--- config.mk ---
export PLATFORM = sky130hd
export DESIGN_NAME = rst_handshake_gen
export DESIGN_NICKNAME = d
export VERILOG_FILES = /design/src/rtl/rst_pkg.sv /design/src/rtl/sync_bit.sv /design/src/rtl/rst_handshake_gen.sv
export SDC_FILE = /design/constraint.sdc
export NUM_CORES = 1
export LEC_CHECK = 0
export ABC_AREA = 1
export CAP_MARGIN = 10
export CORE_ASPECT_RATIO = 1.25
export CORE_MARGIN = 8
export CORE_UTILIZATION = 40
export DETAILED_ROUTE_END_ITERATION = 16
export SYNTH_ARGS = -nofsm -noshare
export SYNTH_HDL_FRONTEND = slang
export SYNTH_SLANG_ARGS = --single-unit
--- constraint.sdc ---
create_clock -name clk -period 2.9 [get_ports clk]
set_input_delay 0.435 -clock clk [delete_from_list [all_inputs] [get_ports clk]]
set_output_delay 0.435 -clock clk [all_outputs]
set_load 0.005 [all_outputs]
--- src/rtl/rst_pkg.sv ---
// Shared types and default constants for the reset handshake generator and
// anything else that talks to its reset domain crossing.
package rst_pkg;

    typedef enum logic [2:0] {
        IDLE    = 3'd0,
        ASSERT  = 3'd1,
        WAIT_HI = 3'd2,
        RELEASE = 3'd3,
        ERR     = 3'd4
    } state_t;

    localparam int RST_SYNC_STAGES = 2;
    localparam int RST_MIN_ASSERT  = 8;
    localparam int RST_TIMEOUT     = 256;

endpackage

--- src/rtl/sync_bit.sv ---
// N-stage single-bit synchroniser with async active-low reset to a chosen value.
module sync_bit #(
    parameter int   STAGES    = 2,
    parameter logic RESET_VAL = 1'b0
) (
    input  logic clk,
    input  logic rstn,
    input  logic d,
    output logic q
);

    logic [STAGES-1:0] chain;

    always_ff @(posedge clk or negedge rstn) begin
        if (!rstn) begin
            chain <= {STAGES{RESET_VAL}};
        end else begin
            chain <= {chain[STAGES-2:0], d};
        end
    end

    assign q = chain[STAGES-1];

endmodule

--- src/rtl/rst_handshake_gen.sv ---
// Issues an active-low reset into a far domain, holds it for a minimum width,
// then confirms the far domain entered and left reset, with a timeout on each wait.
module rst_handshake_gen
    import rst_pkg::*;
#(
    parameter int SYNC_STAGES = RST_SYNC_STAGES,
    parameter int MIN_ASSERT  = RST_MIN_ASSERT,
    parameter int TIMEOUT     = RST_TIMEOUT
) (
    input  logic clk,
    input  logic rstn,
    input  logic sw_rst_req,
    input  logic rst_ack,
    output logic rst_out_n,
    output logic ready,
    output logic done,
    output logic err
);

    localparam int CNT_MAX = (MIN_ASSERT > TIMEOUT) ? MIN_ASSERT : TIMEOUT;
    localparam int CNT_W   = $clog2(CNT_MAX) + 1;
    localparam logic [CNT_W-1:0] ASSERT_LAST  = CNT_W'(MIN_ASSERT - 1);
    localparam logic [CNT_W-1:0] TIMEOUT_LAST = CNT_W'(TIMEOUT - 1);

    state_t           state, state_nxt;
    logic [CNT_W-1:0] count, count_nxt;
    logic             done_nxt;
    logic             ack_s;

    // Reset value 1 so a power-on reset looks like the far domain is already held.
    sync_bit #(
        .STAGES    (SYNC_STAGES),
        .RESET_VAL (1'b1)
    ) u_ack_sync (
        .clk  (clk),
        .rstn (rstn),
        .d    (rst_ack),
        .q    (ack_s)
    );

    always_comb begin
        state_nxt = state;
        count_nxt = count + CNT_W'(1);
        done_nxt  = 1'b0;
        case (state)
            IDLE: begin
                count_nxt = '0;
                if (sw_rst_req) state_nxt = ASSERT;
            end
            ASSERT: begin
                if (count == ASSERT_LAST) begin
                    state_nxt = WAIT_HI;
                    count_nxt = '0;
                end
            end
            WAIT_HI: begin
                // Ack takes priority over a coincident timeout.
                if (ack_s) begin
                    state_nxt = RELEASE;
                    count_nxt = '0;
                end else if (count == TIMEOUT_LAST) begin
                    state_nxt = ERR;
                end
            end
            RELEASE: begin
                if (!ack_s) begin
                    state_nxt = IDLE;
                    done_nxt  = 1'b1;
                end else if (count == TIMEOUT_LAST) begin
                    state_nxt = ERR;
                end
            end
            ERR: begin
                count_nxt = '0;
                if (sw_rst_req) state_nxt = ASSERT;
            end
            default: begin
                state_nxt = ASSERT;
                count_nxt = '0;
            end
        endcase
    end

    // Outputs are decoded from the next state so they move on the same edge as the state.
    always_ff @(posedge clk or negedge rstn) begin
        if (!rstn) begin
            state     <= ASSERT;
            count     <= '0;
            rst_out_n <= 1'b0;
            ready     <= 1'b0;
            done      <= 1'b0;
            err       <= 1'b0;
        end else begin
            state     <= state_nxt;
            count     <= count_nxt;
            rst_out_n <= (state_nxt == IDLE) || (state_nxt == RELEASE);
            ready     <= (state_nxt == IDLE);
            done      <= done_nxt;
            err       <= (state_nxt == ERR);
        end
    end

endmodule

# Word level (Yosys, flattened, before mapping)
# Cells that the tools add are included.
# op_classes
add_sub_neg	1
n_eq_ne	8
muxes	11
n_reduce_logical	4
# ops
op	n
$pmux W9 S3	1
$mux W9	2
$mux W3	5
$pmux W3 S4	1
$add A9 B1 Y9 const B	1
$eq A3 B2 Y1 const B	3
$eq A9 B3 Y1 const B	1
$eq A9 B8 Y1 const B	1
$eq A3 B3 Y1 const B	2
$logic_not A3 Y1	2
$eq A3 B1 Y1 const B	1
$mux W1	2
$reduce_or A2 Y1	1
$logic_or A1 B1 Y1	1
# word_totals
regBits	18
in_bits	4
out_inout_bits	4
word_cells	31

# Logic depth before layout (Yosys ltp)
# Gate-level depths: netlist of run 1.
# logic_depth
word_depth	6
ltp_mapped	13
depth_no_buf	13

# By module
# From an unflattened synthesis of run 1, not the netlist that was laid out.
# unflattened
cells_unflattened	97
hier_area_um2	894.6
# modules_own_cells
module	n_inst	cells_each	area_per_inst_um2	seq_area_each_um2
rst_handshake_gen	1	95	842.1	401.6
sync_bit	1	2	52.6	52.6

# Worst setup path after synthesis of run 1
# OpenSTA, ideal clock, no wires.
# synth_path
kind	register to register
from	register count[0]
to	register rst_out_n
setup_ps	122
t_arrival_ps	1575
t_required_ps	2778
setup_slack_ps	1202
path_stages_with_launch	14
path_buffers	0
period_less_slack_ps	1698
cell_sequence	dfrtp_1 > ha_1 > nand2_2 > nor3_2 > nand3_1 > nor2_1 > ha_1 > inv_1 > nand2_1 > nand3_1 > nand3_2 > inv_1 > nand3_2 > nand2_1
# synth_via
elab_chain_len	6
word_cells_on_any_way	10
classes_between	3 x eq/ne; 5 x mux; 2 x reduce/logical
# synth_lines
element	line_no	rtl
start, declared	rst_handshake_gen.sv:26	logic [CNT_W-1:0] count, count_nxt;
start signal, assigned	rst_handshake_gen.sv:95	count <= count_nxt;
$eq A9 B8 Y1	rst_handshake_gen.sv:61, rst_handshake_gen.sv:69	
$mux W3	rst_handshake_gen.sv:61, rst_handshake_gen.sv:69	
$mux W3 (on tied branches)	rst_handshake_gen.sv:66, rst_handshake_gen.sv:58	
$pmux W3 S4 (*)	rst_handshake_gen.sv:45	case (state)
via state_nxt[2]	rst_handshake_gen.sv:25	state_t state, state_nxt;
$eq A3 B2 Y1 / $logic_not A3 Y1 (equally long branches)	rst_handshake_gen.sv:96	rst_out_n <= (state_nxt == IDLE) || (state_nxt == RELEASE);
$logic_or A1 B1 Y1 (*)	rst_handshake_gen.sv:96	
end signal, assigned	rst_handshake_gen.sv:96	
end, declared	rst_handshake_gen.sv:14	output logic rst_out_n,
# Mark *: on every way through the listed nets, which the timed path passes. The rest lies on a longest branch.

# Worst setup path in the final report of run 1
# layout_path
from	register count[0]
to	register rst_out_n
# layout_via
elab_chain_len	6
word_cells_on_any_way	10
classes_between	3 x eq/ne; 5 x mux; 2 x reduce/logical
# layout_lines
element	line_no
$eq A9 B8 Y1	rst_handshake_gen.sv:61, rst_handshake_gen.sv:69
$mux W3	rst_handshake_gen.sv:61, rst_handshake_gen.sv:69
$mux W3 (on tied branches)	rst_handshake_gen.sv:66, rst_handshake_gen.sv:58
$pmux W3 S4 (*)	rst_handshake_gen.sv:45
$eq A3 B2 Y1 / $logic_not A3 Y1 (equally long branches)	rst_handshake_gen.sv:96
$logic_or A1 B1 Y1 (*)	rst_handshake_gen.sv:96
# Every way passes the cells marked *; elsewhere a longest branch is shown, timed or not.

==> impl_metrics.toml, run 1 <==
[power]
p_leak_nw = 0.541
intPower_uw = 504
pwr-share-seq_pct = 44.4
pwr-share-clk_pct = 19.6
vdd_drop_max_uv = 425
p_sw_uw = 280
power_density_nw_per_um2 = 754
power_frac_comb_pct = 36.0
sw_frac_of_total_pct = 35.7

[placed_design]
place_congestion = 0.769
dp_hpwl_um = 1170
dp.cells = 135
post-place-ws_ns = 0.970
port_buffers = 7

[synthesis]
ys_top_cells_by_area = "dfrtp_1 42%, dfstp_2 8.8%, nand2_1 5.5%"
synth_warnings = 0
yosys.area.top_type = "dfrtp_1"
syn_inst = 97
yosysTopAreaCellShare_pct = 42.0
seq_area_frac_synth_pct = 50.8
synthesis.area_um2 = 895
synth_cell_types = 24
ys_ff_latch = 18
syn_avg_cell_area_um2 = 9.22
synth_nets = 103

[global_routing]
grt_max_degree = 19
grt_pass1_wl_um = 2620
grt_pass1_vias = 647
grt-ovfl-total = 0
grt_usage_pct = 8.82
antenna_found_initial = 0

[clock_network]
cts.sinks = 18
cts-htree-levels = 1
cts_tree = "yes"
cts_inserted_buffers = 3
hold_buffers = 0
root_buffer = "clkbuf_4"
post_cts_buffers = 0
cts.clk_slew.worst_paths_ns = 0.10
clk-insertion-delay-late_ns = 0.29
cts_resized = 0
clk_path_buf_depth = 2

[sta]
relSlewSlack_pct = 46.6
maxSlewViolCount = 0
clock-skew-final_ns = 0.000646
fin_ws_ns = 0.907
rsz0062_at_grt = "no"
fmax_mhz = 502
tns_ns = 0
setup_viol = 0
fin_crit_sh_pct = 68.7
hold_viol_final = 0
tightest_slew_ns = 0.799
fin_crit_ns = 1.99

[worst_setup_path]
crit_fanout = 4
worst_setup_path_end_kind = "flop"
crit_type = "flop to flop"
cp_data_arrival_time_ns = 2.23
crit_required_ns = 3.14
cp-start-kind = "flop"

[cells_and_area]
nNetsFinal = 115
layout_common_cells = "15 x dfrtp_1, 13 x nand2_1, 11 x inv_1"
mostFrequentLayoutCell = "dfrtp_1"
syn2layout_area_growth_pct = 16.2
stdcell_count = 139
antennaDiodeCount = 0
fillers = 213
drive_above_1_share_pct = 25.9

[floorplan]
die_height_um = 68.9
io_pins = 8
coreArea_um2 = 2160
fp.dieW_um = 58.3
fp-row-count = 19
dieArea_um2 = 4020
start_util_pct = 41.4

[detailed_routing]
drtIter0Drc = 16
wirelength_um = 1530
first_pass_iters = 5
ant_nets = 0
wire_per_inst_um = 11.0
viasPerCell = 4.63
vias = 644
drc = 0

[flow_run]
max_cap_viol_count = 0

[min_path]
min_path_type = "flop to flop"

[outcome]
status = "completed"
-- layout make-up --
cell class,count,area (um^2),area share [%]
Inverter,18,67.6,6.50
Sequential cell,18,454,43.7
Timing Repair Buffer,7,70.1,6.74
Clock buffer,4,36.3,3.49
Tap cell,31,38.8,3.73
Multi-Input combinational cell,61,373,35.9
-- worst max-delay path: stages, from the launching register on --
cell and delay (ns):
dfrtp_1 0.38, ha_1 0.18, nand2_2 0.08, nor3_2 0.22
nand3_1 0.14, nor2_1 0.13, ha_1 0.16, inv_1 0.08
o21ai_0 0.20, nand2_1 0.10, nor2_2 0.13, nand3_2 0.09
nand2_1 0.06
-- final timing paths --
kind                                     start                   to  slack [ns]  depth (start not counted)
max                                   count[0]            rst_out_n        0.91                         12
min                        u_ack_sync.chain[0]  u_ack_sync.chain[1]        0.36                          0
max reg2reg                           count[0]            rst_out_n        0.91                         12
min reg2reg                u_ack_sync.chain[0]  u_ack_sync.chain[1]        0.36                          0
max in group asynchronous                 rstn             count[0]        1.81                          1
min in group asynchronous                 rstn             count[6]        0.60                          1
-- metrics by stage --
stage	cell area (um^2)	utilization [%]	power, mW	hold WS, ns
global placement	1000	46.4	0.633	0.347
finish	1040	48.1	0.784	0.364
floorplan	895	-	0.560	0.139
global route	1040	48.1	0.850	0.369
CTS	1040	48.1	0.796	0.368
detailed placement	1000	46.4	0.640	0.347
-- kinds of logic (layout without fill, tap and decap cells) --
kind of cell	after synthesis	after routing	share of synthesized area [%]
flops	18	18	50.8
simple gates	47	47	29.8
xor+xnor	2	2	1.96
buf+inv	18	29	7.55
fa+ha+maj	2	2	2.80
compound gates	10	10	7.13
-- power groups by stage --
stage | combinational [mW] | clock, mW | sequential, mW
floorplan | 0.211 | 0 | 0.349
global placement | 0.281 | 0 | 0.352
detailed placement | 0.286 | 0 | 0.353
CTS | 0.288 | 0.160 | 0.348
global route | 0.329 | 0.166 | 0.354
finish | 0.282 | 0.154 | 0.348
-- routing by layer --
layer	vias up	track usage, %	share of wire [%]
li1	327	-	-
met4	0	6.44	1.9
met2	7	15.3	52
met1	306	9.35	43
met3	4	1.86	2.7
met5	-	0	0
-- state kept, by name (all words and copies together) (netlist names) --
name and count:
done 1, count 9, err 1, rst_out_n 1
u_ack_sync.chain 2, state 3, ready 1
-- cells in the mapped netlist --
| cell | count |
|---|---|
| a21boi_0 | 1 |
| a21oi_1 | 4 |
| and3_1 | 1 |
| clkinv_1 | 1 |
| dfrtp_1 | 15 |
| dfstp_2 | 3 |
| ha_1 | 2 |
| inv_1 | 11 |
| inv_2 | 6 |
| nand2_1 | 13 |
| nand2_2 | 3 |
| nand2_4 | 1 |
| nand3_1 | 9 |
| nand3_2 | 2 |
| nor2_1 | 10 |
| nor2_2 | 2 |
| nor3_1 | 1 |
| nor3_2 | 2 |
| nor3_4 | 1 |
| nor3b_2 | 2 |
| o211ai_2 | 1 |
| o21ai_0 | 3 |
| o21ai_2 | 1 |
| xor2_1 | 2 |
No activity file was read; power rests on OpenSTA's default activity.
==> run 2: changes to the inputs <==
==> constraint.sdc (replaced) <==
create_clock -name clk -period 1.7 [get_ports clk]
set_input_delay 0.255 -clock clk [delete_from_list [all_inputs] [get_ports clk]]
set_output_delay 0.255 -clock clk [all_outputs]
set_load 0.005 [all_outputs]
==> run 2 against run 1 <==
Effect of this change:
- the run now ends with setup timing left
- clock skew rose by 0.0041 ns
- core utilization increased by 4.2 points
- sequential share of layout area decreased by 3.5 points
- via count grew 3.3%
==> impl_metrics.toml, run 2 (same netlist as run 1, synthesis figures left out) <==
[outcome]
status = "finished, violations left"
violations = "setup timing"

[worst_setup_path]
crit_required_ns = 1.89
r2r_start = "count[0]"
crit_type = "flop to flop"
cp.depth = 13
crit_top_cell = "nand3_2"
cp_data_arrival_time_ns = 1.99
cp-start-kind = "flop"
worst-path-buf-inv = 2
crit_slowest_cell = "dfrtp_1"
critPathMaxStageDelay_ns = 0.38
reg2reg_depth = 13
cpLargestDelayFamily = "simple AND/OR/NAND/NOR gates"
worst_setup_path_end_kind = "flop"
crit_fanout = 4
crit_chain = "ha_2 > nand2_2 > nor3_4 > nand3_2 > nor2_2 > ha_2 > inv_2 > nand2_1 > nand3_1 > nand3_2 > inv_1 > nand3_2 > nand2_1"
critPathLaunch = "count[0]"

[flow_run]
max_cap_viol_count = 0

[cells_and_area]
syn2layout_area_growth_pct = 26.4
antennaDiodeCount = 0
largest_reg_flops = 9
drive_above_1_share_pct = 36.8
layout_common_cells = "15 x dfrtp_1, 13 x nand2_1, 10 x inv_1"
mostFrequentLayoutCell = "dfrtp_1"
nNetsFinal = 124
reg_top3 = "count x9, state x3, u_ack_sync.chain x2"
top_register = "count"

[power]
p_leak_nw = 0.596
vdd_drop_max_uv = 721
power_density_nw_per_um2 = 1260
p_total_mw = 1.43

[floorplan]
fp.dieW_um = 58.3
die_height_um = 68.9
dieArea_um2 = 4020
start_util_pct = 41.4
coreArea_um2 = 2160
io_pins = 8
fp-row-count = 19

[placed_design]
dp_hpwl_um = 1200
post-place-ws_ns = -0.155
port_buffers = 7
place_congestion = 0.750

[sta]
hold_viol_final = 0
clock-skew-final_ns = 0.00474
relSlewSlack_pct = 81.7
fin_crit_ns = 1.80
fmax_mhz = 556
maxSlewViolCount = 0
fin_ws_ns = -0.0999
fin_hold_ws_ns = 0.277
tns_ns = -0.189
setup_viol = 4
fin_crit_sh_pct = 106
tightest_slew_ns = 0.272
rsz0062_at_grt = "yes"

[global_routing]
grt_max_degree = 19
antenna_found_initial = 0
grt-ovfl-total = 0
grt_usage_pct = 9.06
grt_pass1_vias = 656
grt_pass1_wl_um = 2730

[detailed_routing]
drtIter0Drc = 9
wirelength_um = 1620
ant_nets = 0
viasPerCell = 4.49
vias = 665
wire_per_inst_um = 11.0
first_pass_iters = 4
drc = 0

[clock_network]
cts-htree-levels = 1
cts_tree = "yes"
cts.clk_slew.worst_paths_ns = 0.11
cts_inserted_buffers = 3
root_buffer = "clkbuf_4"
cts.sinks = 18
clk_path_buf_depth = 2
clk-insertion-delay-late_ns = 0.29

[min_path]
min_path_type = "primary input to asynchronous set/reset pin"
run 2: worst paths after layout:
kind	to	slack, ns
min in group clk	u_ack_sync.chain[0]	0.35
hold reg to reg	u_ack_sync.chain[1]	0.36
max in group asynchronous	state[0]	1.16
setup reg to reg	rst_out_n	-0.1
setup / recovery	rst_out_n	-0.1
hold / removal	count[6]	0.28
run 2: per-layer routing:
metal / up-vias / wire [um] / track usage [%]
met5: - / 0 / 0
met4: 0 / 32 / 5.52
met3: 4 / 47 / 1.86
met2: 7 / 872 / 16.6
met1: 308 / 670 / 9.38
li1: 346 / - / -
run 2: repair_timing:
item                       4_1_cts  5_1_grt
hold buffers                     0        0
setup endpoints to repair        5        6
pin swaps                        0        2
buffers inserted                 2        1
gates resized for setup          5        3
run 2: cell type report:
class / instances / area (um^2)
fillers: 200 / 1030
flip-flops and latches: 18 / 454
multi-input cells: 61 / 397
repair buffers: 16 / 138
inverters: 18 / 67.6
well taps: 31 / 38.8
clock buffers: 4 / 36.3
run 2: through the flow:
| step | area (um^2) | cells | util (%) |
|---|---|---|---|
| 6_report | 1130 | 148 | 52.3 |
| 3_5_place_dp | 1050 | 141 | 48.5 |
| 5_1_grt | 1130 | 148 | 52.3 |
| 3_3_place_gp | 1050 | 141 | 48.5 |
| 2_1_floorplan | 895 | 97 | - |
| 4_1_cts | 1110 | 147 | 51.5 |
run 2: where the power goes:
group	switching (mW)	total [mW]	internal, mW
Clock	0.135	0.265	0.131
Combinational	0.308	0.568	0.260
Sequential	0.0669	0.595	0.528
Total	0.509	1.43	0.919
==> run 3: changes to the inputs <==
--- a/config.mk
+++ b/config.mk
@@ -11,6 +11,7 @@
 export CORE_MARGIN = 8
 export CORE_UTILIZATION = 40
 export DETAILED_ROUTE_END_ITERATION = 16
+export RECOVER_POWER = 50
 export SYNTH_ARGS = -nofsm -noshare
 export SYNTH_HDL_FRONTEND = slang
 export SYNTH_SLANG_ARGS = --single-unit
==> run 3 against run 2 <==
Effect of this change:
- the flow still finishes with violations (setup timing)
- combinational power barely moved
- first-iteration DRC count is the same
- non-clock buffer count unchanged
- sequential cell count unchanged
- fmax is essentially flat
- die area unchanged
- wire length fell by 0.18%
- sequential power barely moved
- hold slack better by 0.086 ns
- clock skew unchanged
- sequential share of layout area grew 0.13 points
- final area fell by 0.33%
- largest power group unchanged
==> impl_metrics.toml, run 3 (same netlist as run 1, synthesis figures left out) <==
[cells_and_area]
antennaDiodeCount = 0
syn2layout_area_growth_pct = 26.0
largest_reg_flops = 9
stdcell_count = 148
reg_top3 = "count x9, state x3, u_ack_sync.chain x2"
mostFrequentLayoutCell = "dfrtp_1"
top_register = "count"
drive_above_1_share_pct = 35.9
nNetsFinal = 124
layout_common_cells = "15 x dfrtp_1, 13 x nand2_1, 10 x inv_1"

[power]
intPower_uw = 917
power_density_nw_per_um2 = 1270
vdd_drop_max_uv = 721
pwr-share-seq_pct = 41.7
pwr-share-clk_pct = 18.6
sw_frac_of_total_pct = 35.7
p_sw_uw = 509
power_frac_comb_pct = 39.7
p_leak_nw = 0.592

[sta]
fmax_mhz = 556
maxSlewViolCount = 0
setup_viol = 4
relSlewSlack_pct = 35.6
fin_crit_ns = 1.80
fin_ws_ns = -0.100
fin_hold_ws_ns = 0.363
fin_crit_sh_pct = 106
hold_viol_final = 0
rsz0062_at_grt = "yes"
clock-skew-final_ns = 0.00474
tightest_slew_ns = 0.967

[clock_network]
clk_path_buf_depth = 2
cts.clk_slew.worst_paths_ns = 0.11
hold_buffers = 0
cts_tree = "yes"
root_buffer = "clkbuf_4"
cts-htree-levels = 1
cts.sinks = 18
cts_inserted_buffers = 3
clk-insertion-delay-late_ns = 0.29

[floorplan]
die_height_um = 68.9
io_pins = 8
fp-row-count = 19
start_util_pct = 41.4
coreArea_um2 = 2160
fp.dieW_um = 58.3
dieArea_um2 = 4020

[global_routing]
grt-ovfl-total = 0
grt_max_degree = 19
grt_pass1_vias = 656
grt_usage_pct = 9.06
grt_pass1_wl_um = 2730
antenna_found_initial = 0

[placed_design]
post-place-ws_ns = -0.155
port_buffers = 7
dp.cells = 141
dp_hpwl_um = 1200
place_congestion = 0.750

[detailed_routing]
first_pass_iters = 4
drc = 0
ant_nets = 0
viasPerCell = 4.49
vias = 664
wirelength_um = 1620
wire_per_inst_um = 10.9
drtIter0Drc = 9

[worst_setup_path]
cp-start-kind = "flop"
cp_data_arrival_time_ns = 1.99
crit_fanout = 4
worst_setup_path_end_kind = "flop"
crit_required_ns = 1.89
r2r_slack_ns = -0.1
crit_type = "flop to flop"

[outcome]
status = "finished, violations left"
violations = "setup timing"

[min_path]
min_path_type = "flop to flop"

[flow_run]
max_cap_viol_count = 0
-- run 3: changes by cell type in the layout (fill, tap and decap cells not counted) --
| cell | change |
|---|---|
| buf_4 | -1 |
| clkbuf_1 | +1 |
| clkdlybuf4s50_1 | -2 |
| dlygate4sd3_1 | +2 |
-- run 3: through the flow --
stage | util [%] | power (mW) | setup TNS [ns] | cell area, um^2
CTS | 51.5 | 1.43 | -0.102 | 1110
global route | 52.1 | 1.53 | -0.833 | 1130
detailed placement | 48.5 | 1.14 | -0.482 | 1050
floorplan | - | 0.955 | 0 | 895
finish | 52.1 | 1.43 | -0.189 | 1130
global placement | 48.5 | 1.13 | -0.268 | 1050
-- run 3: final timing paths --
kind,from,end,cells past startpoint
max in group asynchronous,rstn,count[1],2
hold / removal,u_ack_sync.chain[0],u_ack_sync.chain[1],0
setup / recovery,count[0],rst_out_n,13
hold reg to reg,u_ack_sync.chain[0],u_ack_sync.chain[1],0
setup reg to reg,count[0],rst_out_n,13
min in group asynchronous,rstn,count[6],2
-- run 3: repair_timing --
item / 4_1_cts / 5_1_grt
setup endpoints to repair: 5 / 6
gates resized for setup: 5 / 3
buffers inserted: 2 / 1
pin swaps: 0 / 2
-- run 3: cell type report --
type                       count  area (um^2)
fill                         200         1040
sequential                    18          454
multi-input combinational     61          397
timing repair buffer          16          134
inverter                      18         67.6
tap                           31         38.8
clock buffer                   4         36.3
-- run 3: critical path, cell delays in order (launching register included) --
cell and delay, ns:
dfrtp_1 0.38, ha_2 0.20, nand2_2 0.08, nor3_4 0.15
nand3_2 0.10, nor2_2 0.10, ha_2 0.17, inv_2 0.05
nand2_1 0.09, nand3_1 0.12, nand3_2 0.09, inv_1 0.05
nand3_2 0.07, nand2_1 0.05
-- run 3: power by group through the flow --
stage	Sequential [mW]	Combinational, mW	Clock (mW)
3_5_place_dp	0.600	0.543	0
2_1_floorplan	0.596	0.359	0
6_report	0.595	0.566	0.265
3_3_place_gp	0.598	0.528	0
5_1_grt	0.605	0.636	0.288
4_1_cts	0.592	0.570	0.273
-- run 3: metal layers --
layer  part of all wire, %  wire [um]  GRT usage (%)  vias to the layer above
met5                     0          0              0                        -
met4                   2.0         32           5.52                        0
met3                   2.7         43           1.86                        4
met2                    54        872           16.6                        7
met1                    41        671           9.38                      307
li1                      -          -              -                      346
